File: config.mk
export PLATFORM = sky130hd
export DESIGN_NAME = vme_rd_arbiter
export DESIGN_NICKNAME = d
export VERILOG_FILES = /design/src/rtl/vme_rd_arb_pkg.sv /design/src/rtl/rr_arbiter.sv /design/src/rtl/vme_rd_arbiter.sv
export SDC_FILE = /design/constraint.sdc
export NUM_CORES = 1
export LEC_CHECK = 0
export BUFFER_PORTS_ARGS = -buffer_cell sky130_fd_sc_hd__buf_2
export CORE_AREA = 2 2 196 198
export DETAILED_ROUTE_END_ITERATION = 10
export DIE_AREA = 0 0 198 200
export SETUP_SLACK_MARGIN = 0.3
export SKIP_LAST_GASP = 1
export SYNTH_ARGS = -nofsm -noshare
export SYNTH_HDL_FRONTEND = slang
export SYNTH_HIERARCHICAL = 1
export SYNTH_SLANG_ARGS = --single-unit
File: constraint.sdc
create_clock -name clock -period 2.7 [get_ports clock]
set_clock_uncertainty 0.05 [all_clocks]
set_input_delay 0.135 -clock clock [delete_from_list [all_inputs] [get_ports clock]]
set_output_delay 0.135 -clock clock [all_outputs]
set_load 0.02 [all_outputs]
File: src/rtl/vme_rd_arb_pkg.sv
// Shared width defaults and FSM state encoding for the VME read arbiter.
package vme_rd_arb_pkg;
  localparam int ADDR_W = 32;
  localparam int LEN_W  = 8;
  localparam int TAG_W  = 21;
  localparam int DATA_W = 64;

  typedef enum logic [1:0] {
    IDLE = 2'd0,
    CMD  = 2'd1,
    DATA = 2'd2
  } state_t;
endpackage

File: src/rtl/rr_arbiter.sv
// Combinational N-way round-robin pick: the first request at or above ptr wins,
// otherwise the lowest-numbered request wins.
module rr_arbiter #(
  parameter int N  = 4,
  parameter int IW = (N > 1) ? $clog2(N) : 1
) (
  input  logic [N-1:0]  req,
  input  logic [IW-1:0] ptr,
  output logic [N-1:0]  grant,
  output logic [IW-1:0] idx,
  output logic          any
);
  logic found;

  // NOTE: every output of a combinational block gets a default first so no latch is inferred.
  always_comb begin
    idx   = '0;
    found = 1'b0;
    grant = '0;
    for (int i = 0; i < N; i++) begin
      if (!found && req[i] && (i >= int'(ptr))) begin
        idx   = IW'(i);
        found = 1'b1;
      end
    end
    for (int i = 0; i < N; i++) begin
      if (!found && req[i]) begin
        idx   = IW'(i);
        found = 1'b1;
      end
    end
    any = |req;
    if (any) grant[idx] = 1'b1;
  end
endmodule

File: src/rtl/vme_rd_arbiter.sv
// Shares one VME read port among several tensor loaders: one burst at a time,
// round-robin command grant, len+1 data beats routed back to the granted client.
module vme_rd_arbiter #(
  parameter int NUM_CLIENTS = 4,
  parameter int ADDR_W      = vme_rd_arb_pkg::ADDR_W,
  parameter int LEN_W       = vme_rd_arb_pkg::LEN_W,
  parameter int TAG_W       = vme_rd_arb_pkg::TAG_W,
  parameter int DATA_W      = vme_rd_arb_pkg::DATA_W
) (
  input  logic                          clock,
  input  logic                          reset,
  input  logic [NUM_CLIENTS-1:0]        io_client_cmd_valid,
  output logic [NUM_CLIENTS-1:0]        io_client_cmd_ready,
  input  logic [NUM_CLIENTS*ADDR_W-1:0] io_client_cmd_bits_addr,
  input  logic [NUM_CLIENTS*LEN_W-1:0]  io_client_cmd_bits_len,
  input  logic [NUM_CLIENTS*TAG_W-1:0]  io_client_cmd_bits_tag,
  output logic [NUM_CLIENTS-1:0]        io_client_data_valid,
  input  logic [NUM_CLIENTS-1:0]        io_client_data_ready,
  output logic [DATA_W-1:0]             io_client_data_bits_data,
  output logic [TAG_W-1:0]              io_client_data_bits_tag,
  output logic                          io_vme_rd_cmd_valid,
  input  logic                          io_vme_rd_cmd_ready,
  output logic [ADDR_W-1:0]             io_vme_rd_cmd_bits_addr,
  output logic [LEN_W-1:0]              io_vme_rd_cmd_bits_len,
  output logic [TAG_W-1:0]              io_vme_rd_cmd_bits_tag,
  input  logic                          io_vme_rd_data_valid,
  output logic                          io_vme_rd_data_ready,
  input  logic [DATA_W-1:0]             io_vme_rd_data_bits_data,
  input  logic [TAG_W-1:0]              io_vme_rd_data_bits_tag,
  output logic                          io_busy
);
  import vme_rd_arb_pkg::*;

  localparam int IW = (NUM_CLIENTS > 1) ? $clog2(NUM_CLIENTS) : 1;

  state_t               state, next_state;
  logic [IW-1:0]        ptr, sel, pick_idx;
  logic [NUM_CLIENTS-1:0] pick_grant;
  logic                 pick_any;
  logic [ADDR_W-1:0]    addr_q;
  logic [LEN_W-1:0]     len_q, cnt;
  logic [TAG_W-1:0]     tag_q;
  logic                 sel_ready, beat_fire;

  rr_arbiter #(.N(NUM_CLIENTS), .IW(IW)) u_rr (
    .req   (io_client_cmd_valid),
    .ptr   (ptr),
    .grant (pick_grant),
    .idx   (pick_idx),
    .any   (pick_any)
  );

  assign sel_ready = io_client_data_ready[sel];
  assign beat_fire = (state == DATA) && io_vme_rd_data_valid && sel_ready;

  assign io_vme_rd_cmd_bits_addr  = addr_q;
  assign io_vme_rd_cmd_bits_len   = len_q;
  assign io_vme_rd_cmd_bits_tag   = tag_q;
  assign io_client_data_bits_data = io_vme_rd_data_bits_data;
  assign io_client_data_bits_tag  = io_vme_rd_data_bits_tag;
  assign io_busy                  = (state != IDLE);

  always_comb begin
    next_state           = state;
    io_client_cmd_ready  = '0;
    io_client_data_valid = '0;
    io_vme_rd_data_ready = 1'b0;
    io_vme_rd_cmd_valid  = 1'b0;
    case (state)
      IDLE: begin
        // Keep the grant quiet while reset holds the block, so no client sees a phantom accept.
        if (!reset) io_client_cmd_ready = pick_grant;
        if (pick_any) next_state = CMD;
      end
      CMD: begin
        io_vme_rd_cmd_valid = 1'b1;
        if (io_vme_rd_cmd_ready) next_state = DATA;
      end
      DATA: begin
        io_client_data_valid[sel] = io_vme_rd_data_valid;
        io_vme_rd_data_ready      = sel_ready;
        if (beat_fire && (cnt == '0)) next_state = IDLE;
      end
      default: next_state = IDLE;
    endcase
  end

  // NOTE: sequential state uses non-blocking assignments so every flop samples pre-edge values.
  always_ff @(posedge clock or posedge reset) begin
    if (reset) begin
      state  <= IDLE;
      ptr    <= '0;
      sel    <= '0;
      addr_q <= '0;
      len_q  <= '0;
      tag_q  <= '0;
      cnt    <= '0;
    end else begin
      state <= next_state;
      case (state)
        IDLE: if (pick_any) begin
          sel    <= pick_idx;
          addr_q <= io_client_cmd_bits_addr[int'(pick_idx)*ADDR_W +: ADDR_W];
          len_q  <= io_client_cmd_bits_len[int'(pick_idx)*LEN_W +: LEN_W];
          tag_q  <= io_client_cmd_bits_tag[int'(pick_idx)*TAG_W +: TAG_W];
        end
        CMD: if (io_vme_rd_cmd_ready) cnt <= len_q;
        DATA: if (beat_fire) begin
          // Count down to zero rather than up to len, so len = all-ones never wraps.
          if (cnt == '0) ptr <= (sel == IW'(NUM_CLIENTS - 1)) ? '0 : sel + 1'b1;
          else           cnt <= cnt - 1'b1;
        end
        default: ;
      endcase
    end
  end
endmodule

==> results.txt, run 1 <==
Max-slew violations: 0
Max-Cap Viols: 0
CTS tree: yes
P per Cell Area: 881.2 nW/um^2
Area occupied by multi-input gates: 2838 sq um
Commonest non-fill, non-tap cell in the layout: buf_2
Vias: 4,517
Area growth, synth to finish: 37.76%
First-pass GRT wire length: 28.30 mm
Via density: 3.815
Final hold violations: 23
Startpoint Class: flip-flop
CTS Buffer Depth: 2
Gr usage total: 9.888%
Io pins: 498
Ys flop type: dfrtp_1
Seq. cell area: 1879 sq um
FFs w/ async S/R, synth: 100.0%
Post-synth top area cell: dfrtp_1
Vias in the first global route: 4,588
Post-Syn Nets: 772
Status: finished, violations left
Clock Latency Late Sink: 0.35 ns
Final Power: 6665 uW
Worst slew margin: 29.61%
EDFF count, synth: 0
Worst slew pin tran: 1.056 ns
Post-synthesis area per instance: 12.92 sq um
WL/cell: 17.31 um
Placed cell count: 1,157
Setup TNS: 0 ns
Gate Count Post-Synth: 425
H-tree levels: 3
Port Buffers: 327
Failing checks: negative hold slack
CTS root buffer: clkbuf_16
Largest net degree at the start of global routing: 76
Critical Path RT: 2.89 ns
Share of the synthesized area in the top cell type: 34.18%
Crit Path Max Fanout: 17
Register area share after synthesis: 34.18%
Utilization after layout: 20.22%
Number of cells on the worst reg-to-reg path: 6
Final cell count without fillers: 1,184
Die H: 200 um
Chip Width: 198 um
Share of cells above drive strength 1: 75.00%
Initial antenna violation count: 3
DR pass1 iterations: 4
Mapped Area: 5490 sq um
FF+latch count, synth: 75
Detail Route Antenna Nets: 0
CP Class: flip-flop to flip-flop
Clock sinks: 75
Worst setup EP type: flip-flop
TritonCTS buffer count: 9
Congestion Overflow GR: 0
Final routed DRC violation total: 0
Hpwl dp: 16.05 mm
Std-Cell Rows: 71
Arrival time at the worst endpoint: 2.53 ns
Core area: 37,400 sq um
Routability cong.: 0.8648
Peak supply drop: 0.0002925 V
Critical R2R Launch: ptr[1]
Top area cells in the synthesized netlist: dfrtp_1 (34%), mux4_2 (25%), mux2_2 (13%), buf_4 (12%), ha_1 (1.4%)
Hold slack: -0.08574 ns
Fill cells: 4,104
RR Endpoint: io_vme_rd_cmd_bits_tag[19]
Clk pin slew, worst setup/hold paths: 0.07 ns
Iter 0 DRT Violations: 186
Layout net count: 1,014
Leak: 0.003360 uW
Netlist cell types: 47
Tcrit/Tclk final: 86.99%
R2R setup slack: 0.35 ns
Hold Path Class: input pin to asynchronous set/reset pin
Final wirelength: 20.50 mm
RSZ-0062 raised after global routing: true
Max Freq: 0.4258 GHz
Final setup fails: 0
Synth Warn #: 6
Commonest non-fill, non-tap cells in the layout: buf_2 (327), dfrtp_1 (73), mux2_2 (63)
Die ar.: 39,600 sq um
Starting Density: 14.68%
Fin crit period: 2.349 ns
-- per-layer routing --
metal	part of all wire, %	GRT usage [%]
met1	39	11.22
met2	50	16.90
met3	8.2	3.427
met4	3.2	4.288
met5	0.12	0
-- power by group --
part	internal, uW	switching [uW]	total [uW]
Combinational	1490	1790	3280
Clock	745	517	1260
Sequential	1700	423	2120
-- registers in the layout, summed over array words and instances (netlist names) --
register                 count
cnt                          8
io_vme_rd_cmd_bits_addr     32
io_vme_rd_cmd_bits_len       8
io_vme_rd_cmd_bits_tag      21
ptr                          2
sel                          2
state                        2
-- cell type report --
class	count	share of cell area [%]
clock buffer	11	3.209
sequential	75	24.85
timing repair buffer	344	24.70
tap	511	8.453
inverter	8	0.4301
antenna	1	0.03309
clock inverter	5	0.8106
multi-input combinational	229	37.52
-- what timing repair did --
action / in CTS / in global routing
resized for setup: 2 / 1
buffers inserted: 4 / 2
hold buffers: 1 / 0
hold endpoints to repair: 1 / 0
endpoints found under the setup margin: 42 / 57
cloned: 1 / 2
pin swaps: 1 / 1
-- worst max-delay path, cell delays in order, from the launching register on --
cell and delay [ns]:
dfrtp_2 0.44, nor2b_4 0.15, a221oi_4 0.32, buf_12 0.16
bufbuf_16 0.32, mux4_2 0.52, mux2_2 0.27
-- cells by family (layout without fill, tap and decap cells) --
group                      after synthesis  count (layout)  share of synthesized area [%]
AOI/OAI and AO/OA                       43              43                          5.811
adders and majority gates                6               6                          1.367
buffers and inverters                  121             368                          14.61
DFF                                     75              75                          34.18
muxes                                  126             126                          38.54
other                                    0               1                              0
and+or+nand+nor                         54              54                          5.492
-- cells in the mapped netlist (2+ instances only) --
cell type,count
and3_1,6
nor4_1,2
o22a_2,2
o211ai_1,2
inv_1,8
nand2_1,6
nand2b_1,3
a31oi_1,2
a21oi_1,11
o22ai_1,2
nor2_1,16
nand4_1,2
nor2b_1,3
o2bb2a_2,2
o21ai_0,8
ha_1,6
and2_1,6
buf_2,14
a21o_1,2
clkbuf_1,12
mux2_2,63
nand3_1,2
buf_4,86
mux4_2,62
dfrtp_1,75
-- worst max-delay path by stage --
stage | from | end | cells past startpoint
3_5_place_dp | ptr[0] | io_vme_rd_cmd_bits_addr[28] | 5
4_1_cts | ptr[1] | io_vme_rd_cmd_bits_addr[30] | 6
3_3_place_gp | ptr[1] | io_vme_rd_cmd_bits_tag[8] | 6
6_report | ptr[1] | io_vme_rd_cmd_bits_tag[19] | 6
2_1_floorplan | ptr[1] | io_vme_rd_cmd_bits_addr[0] | 7
5_1_grt | ptr[1] | io_vme_rd_cmd_bits_len[2] | 6
-- through the flow --
step                      setup slack (ns)  hold WS, ns  area (sq um)
after CTS                           0.3258      0.03004          7492
after global placement              0.3231       0.2201          7101
final                               0.3513     -0.08574          7564
after floorplan                     0.2302       0.2398          5490
after detailed placement            0.2651       0.2201          7101
after global routing                0.2780      0.06948          7561
Power figures use the tool's default switching activity.
==> run 2, diff against run 1 <==
BUFFER_PORTS_ARGS = default   (was -buffer_cell sky130_fd_sc_hd__buf_2)
DONT_BUFFER_PORTS = 1   (was default)
==> results.txt, run 2 (synthesis gave the netlist of run 1 again) <==
Max Freq: 0.4318 GHz (was 0.4258 GHz)
Worst setup EP type: flip-flop (unchanged)
H-tree levels: 3 (unchanged)
Detail Route Antenna Nets: 0 (unchanged)
Largest net degree at the start of global routing: 62 (was 76)
Clk pin slew, worst setup/hold paths: 0.06 ns (was 0.07 ns)
Share of cells above drive strength 1: 50.44% (was 75.00%)
CTS Buffer Depth: 2 (unchanged)
Hpwl dp: 15.09 mm (was 16.05 mm)
Congestion Overflow GR: 0 (unchanged)
Final hold violations: 0 (was 23)
Worst slew margin: 49.00% (was 29.61%)
Die H: 200 um (unchanged)
CTS tree: yes (unchanged)
Peak supply drop: 0.0003423 V (was 0.0002925 V)
Fin crit period: 2.316 ns (was 2.349 ns)
Area growth, synth to finish: 8.705% (was 37.76%)
First-pass GRT wire length: 25.74 mm (was 28.30 mm)
Port Buffers: 0 (was 327)
Core area: 37,400 sq um (unchanged)
Max reg flops: 32 (unchanged)
Layout net count: 686 (was 1,014)
Startpoint Class: flip-flop (unchanged)
Max-slew violations: 0 (unchanged)
RSZ-0062 raised after global routing: true (unchanged)
Vias in the first global route: 3,575 (was 4,588)
Gr usage total: 9.349% (was 9.888%)
Number of cells on the worst reg-to-reg path: 6 (unchanged)
Clock sinks: 75 (unchanged)
Arrival time at the worst endpoint: 2.49 ns (was 2.53 ns)
Max-Cap Viols: 0 (unchanged)
Post-DP Area: 5503 sq um (was 7101 sq um)
Crit-path max cell delay: 0.56 ns (was 0.52 ns)
Tcrit/Tclk final: 85.78% (was 86.99%)
Status: complete, no violations (was finished, violations left)
Routability cong.: 0.9268 (was 0.8648)
Crit Path Max Fanout: 12 (was 17)
TritonCTS buffer count: 9 (unchanged)
Vias: 3,357 (was 4,517)
Critical Path RT: 2.88 ns (was 2.89 ns)
Via density: 3.894 (was 3.815)
Io pins: 498 (unchanged)
Crit path max-delay cell type: mux4_2 (unchanged)
CP Class: flip-flop to flip-flop (unchanged)
Final setup fails: 0 (unchanged)
Initial antenna violation count: 12 (was 3)
Critical path, cell by cell: nor2b_4 -> a221oi_4 -> buf_12 -> buf_16 -> mux4_2 -> mux2_2 (was nor2b_4 -> a221oi_4 -> buf_12 -> bufbuf_16 -> mux4_2 -> mux2_2)
Hold path depth: 3
Commonest non-fill, non-tap cell in the layout: dfrtp_1 (was buf_2)
DR pass1 iterations: 4 (unchanged)
WL/cell: 21.79 um (was 17.31 um)
Final design area excluding fillers: 5968 sq um (was 7564 sq um)
Iter 0 DRT Violations: 144 (was 186)
Hold Path Class: input pin to flip-flop (was input pin to asynchronous set/reset pin)
Final wirelength: 18.79 mm (was 20.50 mm)
CTS root buffer: clkbuf_16 (unchanged)
Clock Latency Late Sink: 0.34 ns (was 0.35 ns)
Die ar.: 39,600 sq um (unchanged)
Worst slew pin tran: 0.7650 ns (was 1.056 ns)
P per Cell Area: 1022 nW/um^2 (was 881.2 nW/um^2)
Setup TNS: 0 ns (unchanged)
Final routed DRC violation total: 0 (unchanged)
Std-Cell Rows: 71 (unchanged)
Chip Width: 198 um (unchanged)
Starting Density: 14.68% (unchanged)
Commonest non-fill, non-tap cells in the layout: dfrtp_1 (74), mux2_2 (63), mux4_2 (62) (was buf_2 (327), dfrtp_1 (73), mux2_2 (63))
Leak: 0.002071 uW (was 0.003360 uW)
[run 2: changes by cell type in the layout (fill, tap and decap cells not counted), sizes merged]
cell         previous run  this run
bufinv                  1         2
buf                   340        13
clkinv                  0         3
clkbuf                 13        10
bufbuf                  1         0
inv                     9         7
diode                   1         8
clkinvlp                3         1
dlygate4sd3             1         3
[run 2: routing by layer]
metal / track usage [%] / vias to the layer above / part of all wire, %
met2: 15.25 / 243 / 49
met3: 4.251 / 56 / 11
met1: 9.973 / 1688 / 36
met4: 5.653 / 8 / 4.2
met5: 0 / - / 0.24
li1: - / 1362 / -
[run 2: through the flow]
stage	worst slack (ns)	util [%]	cells	total power [uW]	hold slack (ns)
finish	0.3840	15.96	862	6099	0.07600
global route	0.2937	15.95	861	6497	0.07958
global placement	0.2679	14.71	832	4773	0.1116
detailed placement	0.2147	14.71	832	4828	0.1218
floorplan	0.2302	-	425	4357	0.2398
CTS	0.2965	15.88	853	6236	0.04323
[run 2: final cells by class]
cell class / instances / area, sq um
antenna: 8 / 20.02
clock buffer: 10 / 239.0
clock inverter: 5 / 77.57
fill: 4103 / 31430
inverter: 8 / 31.28
multi-input combinational: 229 / 2838
sequential: 75 / 1878
tap: 511 / 639.4
timing repair buffer: 16 / 245.2
[run 2: repair_timing]
item	CTS	global route
hold buffers	3	0
resized for setup	3	2
buffers inserted	1	1
pin swaps	0	1
hold endpoints to repair	44	0
cloned	2	0
endpoints found under the setup margin	43	46
[run 2: worst paths after layout]
kind	start	endpoint	slack [ns]
max reg2reg	ptr[1]	io_vme_rd_cmd_bits_addr[26]	0.38
min reg2reg	cnt[6]	cnt[6]	0.49
max in group asynchronous	reset	io_vme_rd_cmd_bits_addr[28]	1.63
min	io_client_cmd_valid[2]	sel[1]	0.08
min in group asynchronous	reset	io_vme_rd_cmd_bits_addr[8]	0.32
max	ptr[1]	io_vme_rd_cmd_bits_addr[26]	0.38
[run 2: worst max-delay path, delay by kind of cell, from the launching register on]
family          cells  cell delay, ns
simple gates        1            0.16
buf+inv             2            0.37
compound gates      1            0.30
mux                 2            0.84
flops               1            0.46
[run 2: where the power goes]
| part | internal [uW] | switching [uW] | leakage (uW) | total, uW |
|---|---|---|---|---|
| registers | 1690 | 1210 | 0.000880 | 2900 |
| logic | 1040 | 829 | 0.00104 | 1870 |
| clock network | 827 | 497 | 0.000154 | 1320 |
| total | 3560 | 2540 | 0.00207 | 6100 |
==> run 3, diff against run 2 <==
clock period = 2.4 ns   (was 2.7 ns; I/O delays follow)
==> results.txt, run 3 (synthesis gave the netlist of run 1 again) <==
Status: complete, no violations (unchanged)
Critical path startpoint: ptr[1] (unchanged)
Congestion Overflow GR: 0 (unchanged)
Startpoint Class: flip-flop (unchanged)
First-pass GRT wire length: 24.24 mm (was 25.74 mm)
Peak supply drop: 0.0004895 V (was 0.0003423 V)
DR pass1 iterations: 4 (unchanged)
Io pins: 498 (unchanged)
WL/cell: 21.36 um (was 21.79 um)
Max-Cap Viols: 0 (unchanged)
Fin crit period: 2.272 ns (was 2.316 ns)
Met3 WL: 2.174 mm (was 2.000 mm)
Hpwl dp: 13.86 mm (was 15.09 mm)
CTS Buffer Depth: 2 (unchanged)
Via density: 3.921 (was 3.894)
RSZ-0062 raised after global routing: true (unchanged)
Critical Path RT: 2.58 ns (was 2.88 ns)
Final setup fails: 0 (unchanged)
Port Buffers: 0 (unchanged)
Routability cong.: 0.9206 (was 0.9268)
Worst slew margin: 46.90% (was 49.00%)
Final hold violations: 0 (unchanged)
Die ar.: 39,600 sq um (unchanged)
Met1 wire length: 5.795 mm (was 6.677 mm)
DR top layer: met5 (unchanged)
H-tree levels: 3 (unchanged)
Gr usage total: 8.775% (was 9.349%)
CP Capture Point: io_vme_rd_cmd_bits_addr[22] (was io_vme_rd_cmd_bits_addr[26])
Leak: 0.002174 uW (was 0.002071 uW)
Arrival time at the worst endpoint: 2.45 ns (was 2.49 ns)
P per Cell Area: 1130 nW/um^2 (was 1022 nW/um^2)
Crit Path Max Fanout: 9 (was 12)
Initial antenna violation count: 12 (unchanged)
Commonest non-fill, non-tap cells in the layout: dfrtp_1 (74), mux4_2 (62), mux2_2 (54) (was dfrtp_1 (74), mux2_2 (63), mux4_2 (62))
Detail Route Antenna Nets: 0 (unchanged)
TritonCTS buffer count: 9 (unchanged)
Final routed DRC violation total: 0 (unchanged)
DR WL met2: 9.767 mm (was 9.266 mm)
Vias: 3,415 (was 3,357)
Final design area excluding fillers: 6157 sq um (was 5968 sq um)
CP Class: flip-flop to flip-flop (unchanged)
Die H: 200 um (unchanged)
Final wirelength: 18.60 mm (was 18.79 mm)
Std-Cell Rows: 71 (unchanged)
Iter 0 DRT Violations: 145 (was 144)
R2R setup slack: 0.13 ns (was 0.38 ns)
Clk pin slew, worst setup/hold paths: 0.06 ns (about the same)
Number of cells on the worst reg-to-reg path: 6 (unchanged)
Commonest non-fill, non-tap cell in the layout: dfrtp_1 (unchanged)
Vias in the first global route: 3,567 (was 3,575)
CTS tree: yes (unchanged)
RR Endpoint: io_vme_rd_cmd_bits_addr[22] (was io_vme_rd_cmd_bits_addr[26])
Worst slew pin tran: 0.7966 ns (was 0.7650 ns)
Critical R2R Launch: ptr[1] (unchanged)
Chip Width: 198 um (unchanged)
Setup TNS: 0 ns (unchanged)
Largest net degree at the start of global routing: 67 (was 62)
Post-DP Area: 5535 sq um (was 5503 sq um)
CTS root buffer: clkbuf_16 (unchanged)
Max Freq: 0.4401 GHz (was 0.4318 GHz)
Worst setup EP type: flip-flop (unchanged)
Clock Latency Late Sink: 0.34 ns (about the same)
Hold Path Class: input pin to flip-flop (unchanged)
Area growth, synth to finish: 12.15% (was 8.705%)
Max-slew violations: 0 (unchanged)
Layout net count: 694 (was 686)
Starting Density: 14.68% (unchanged)
Max reg flops: 32 (unchanged)
Share of cells above drive strength 1: 51.99% (was 50.44%)
Clock sinks: 75 (unchanged)
Core area: 37,400 sq um (unchanged)
Tcrit/Tclk final: 94.67% (was 85.78%)
[run 3: cell types whose count changed in the layout (fill, tap and decap cells not counted), moves of 2 or more]
cell       change
buf_6          +2
clkinv_4       +2
buf_12         +2
mux2_4         +9
clkbuf_16      +3
mux2_2         -9
[run 3: worst min-delay path by stage]
stage / cells past startpoint / start / to / slack, ns
2_1_floorplan: 2 / io_vme_rd_cmd_ready / state[0] / 0.22
3_3_place_gp: 1 / reset / state[0] / 0.11
3_5_place_dp: 1 / reset / ptr[1] / 0.12
4_1_cts: 3 / io_vme_rd_data_valid / cnt[3] / 0.04
5_1_grt: 2 / io_client_cmd_bits_tag[12] / io_vme_rd_cmd_bits_tag[12] / 0.06
6_report: 2 / io_client_cmd_bits_addr[12] / io_vme_rd_cmd_bits_addr[12] / 0.08
[run 3: where the power goes]
part	total [uW]	leakage [uW]	internal, uW	switching (uW)
combinational	2240	0.00114	1280	961
clock	1490	0.000153	913	578
sequential	3220	0.000880	1900	1320
total	6960	0.00217	4100	2860
[run 3: timing repair]
item / CTS / global route
endpoints found under the setup margin: 61 / 68
resized for setup: 4 / 15
buffers inserted: 2 / 3
cloned: 2 / 4
pin swaps: 1 / 1
hold buffers: 3 / 0
hold endpoints to repair: 41 / 0
[run 3: layout make-up]
type / count / area, sq um
timing repair buffer: 24 / 390.4
antenna: 8 / 20.02
clock inverter: 6 / 90.09
tap: 511 / 639.4
sequential: 75 / 1878
fill: 4090 / 31240
inverter: 8 / 31.28
multi-input combinational: 229 / 2879
clock buffer: 10 / 229.0
[run 3: per-layer routing]
metal	track usage, %	up-vias
met5	0	-
met4	5.792	8
met3	4.856	59
met2	15.06	251
met1	8.037	1723
li1	-	1374
[run 3: worst max-delay path, stage by stage (launching register included)]
cell and delay, ns:
dfrtp_2 0.43, nor2b_4 0.15, a221oi_4 0.31, buf_12 0.22
clkbuf_16 0.21, mux4_2 0.50, mux2_2 0.27
[run 3: stage by stage]
step | total power, uW | worst slack (ns) | hold slack [ns] | util, % | cells
floorplan | 4931 | 0.2151 | 0.2248 | - | 425
global placement | 5313 | 0.1330 | 0.1116 | 14.80 | 833
detailed placement | 5368 | 0.08931 | 0.1172 | 14.80 | 833
CTS | 6973 | 0.1096 | 0.03636 | 15.99 | 856
global route | 7376 | 0.03726 | 0.06312 | 16.46 | 870
finish | 6958 | 0.1279 | 0.08481 | 16.46 | 871
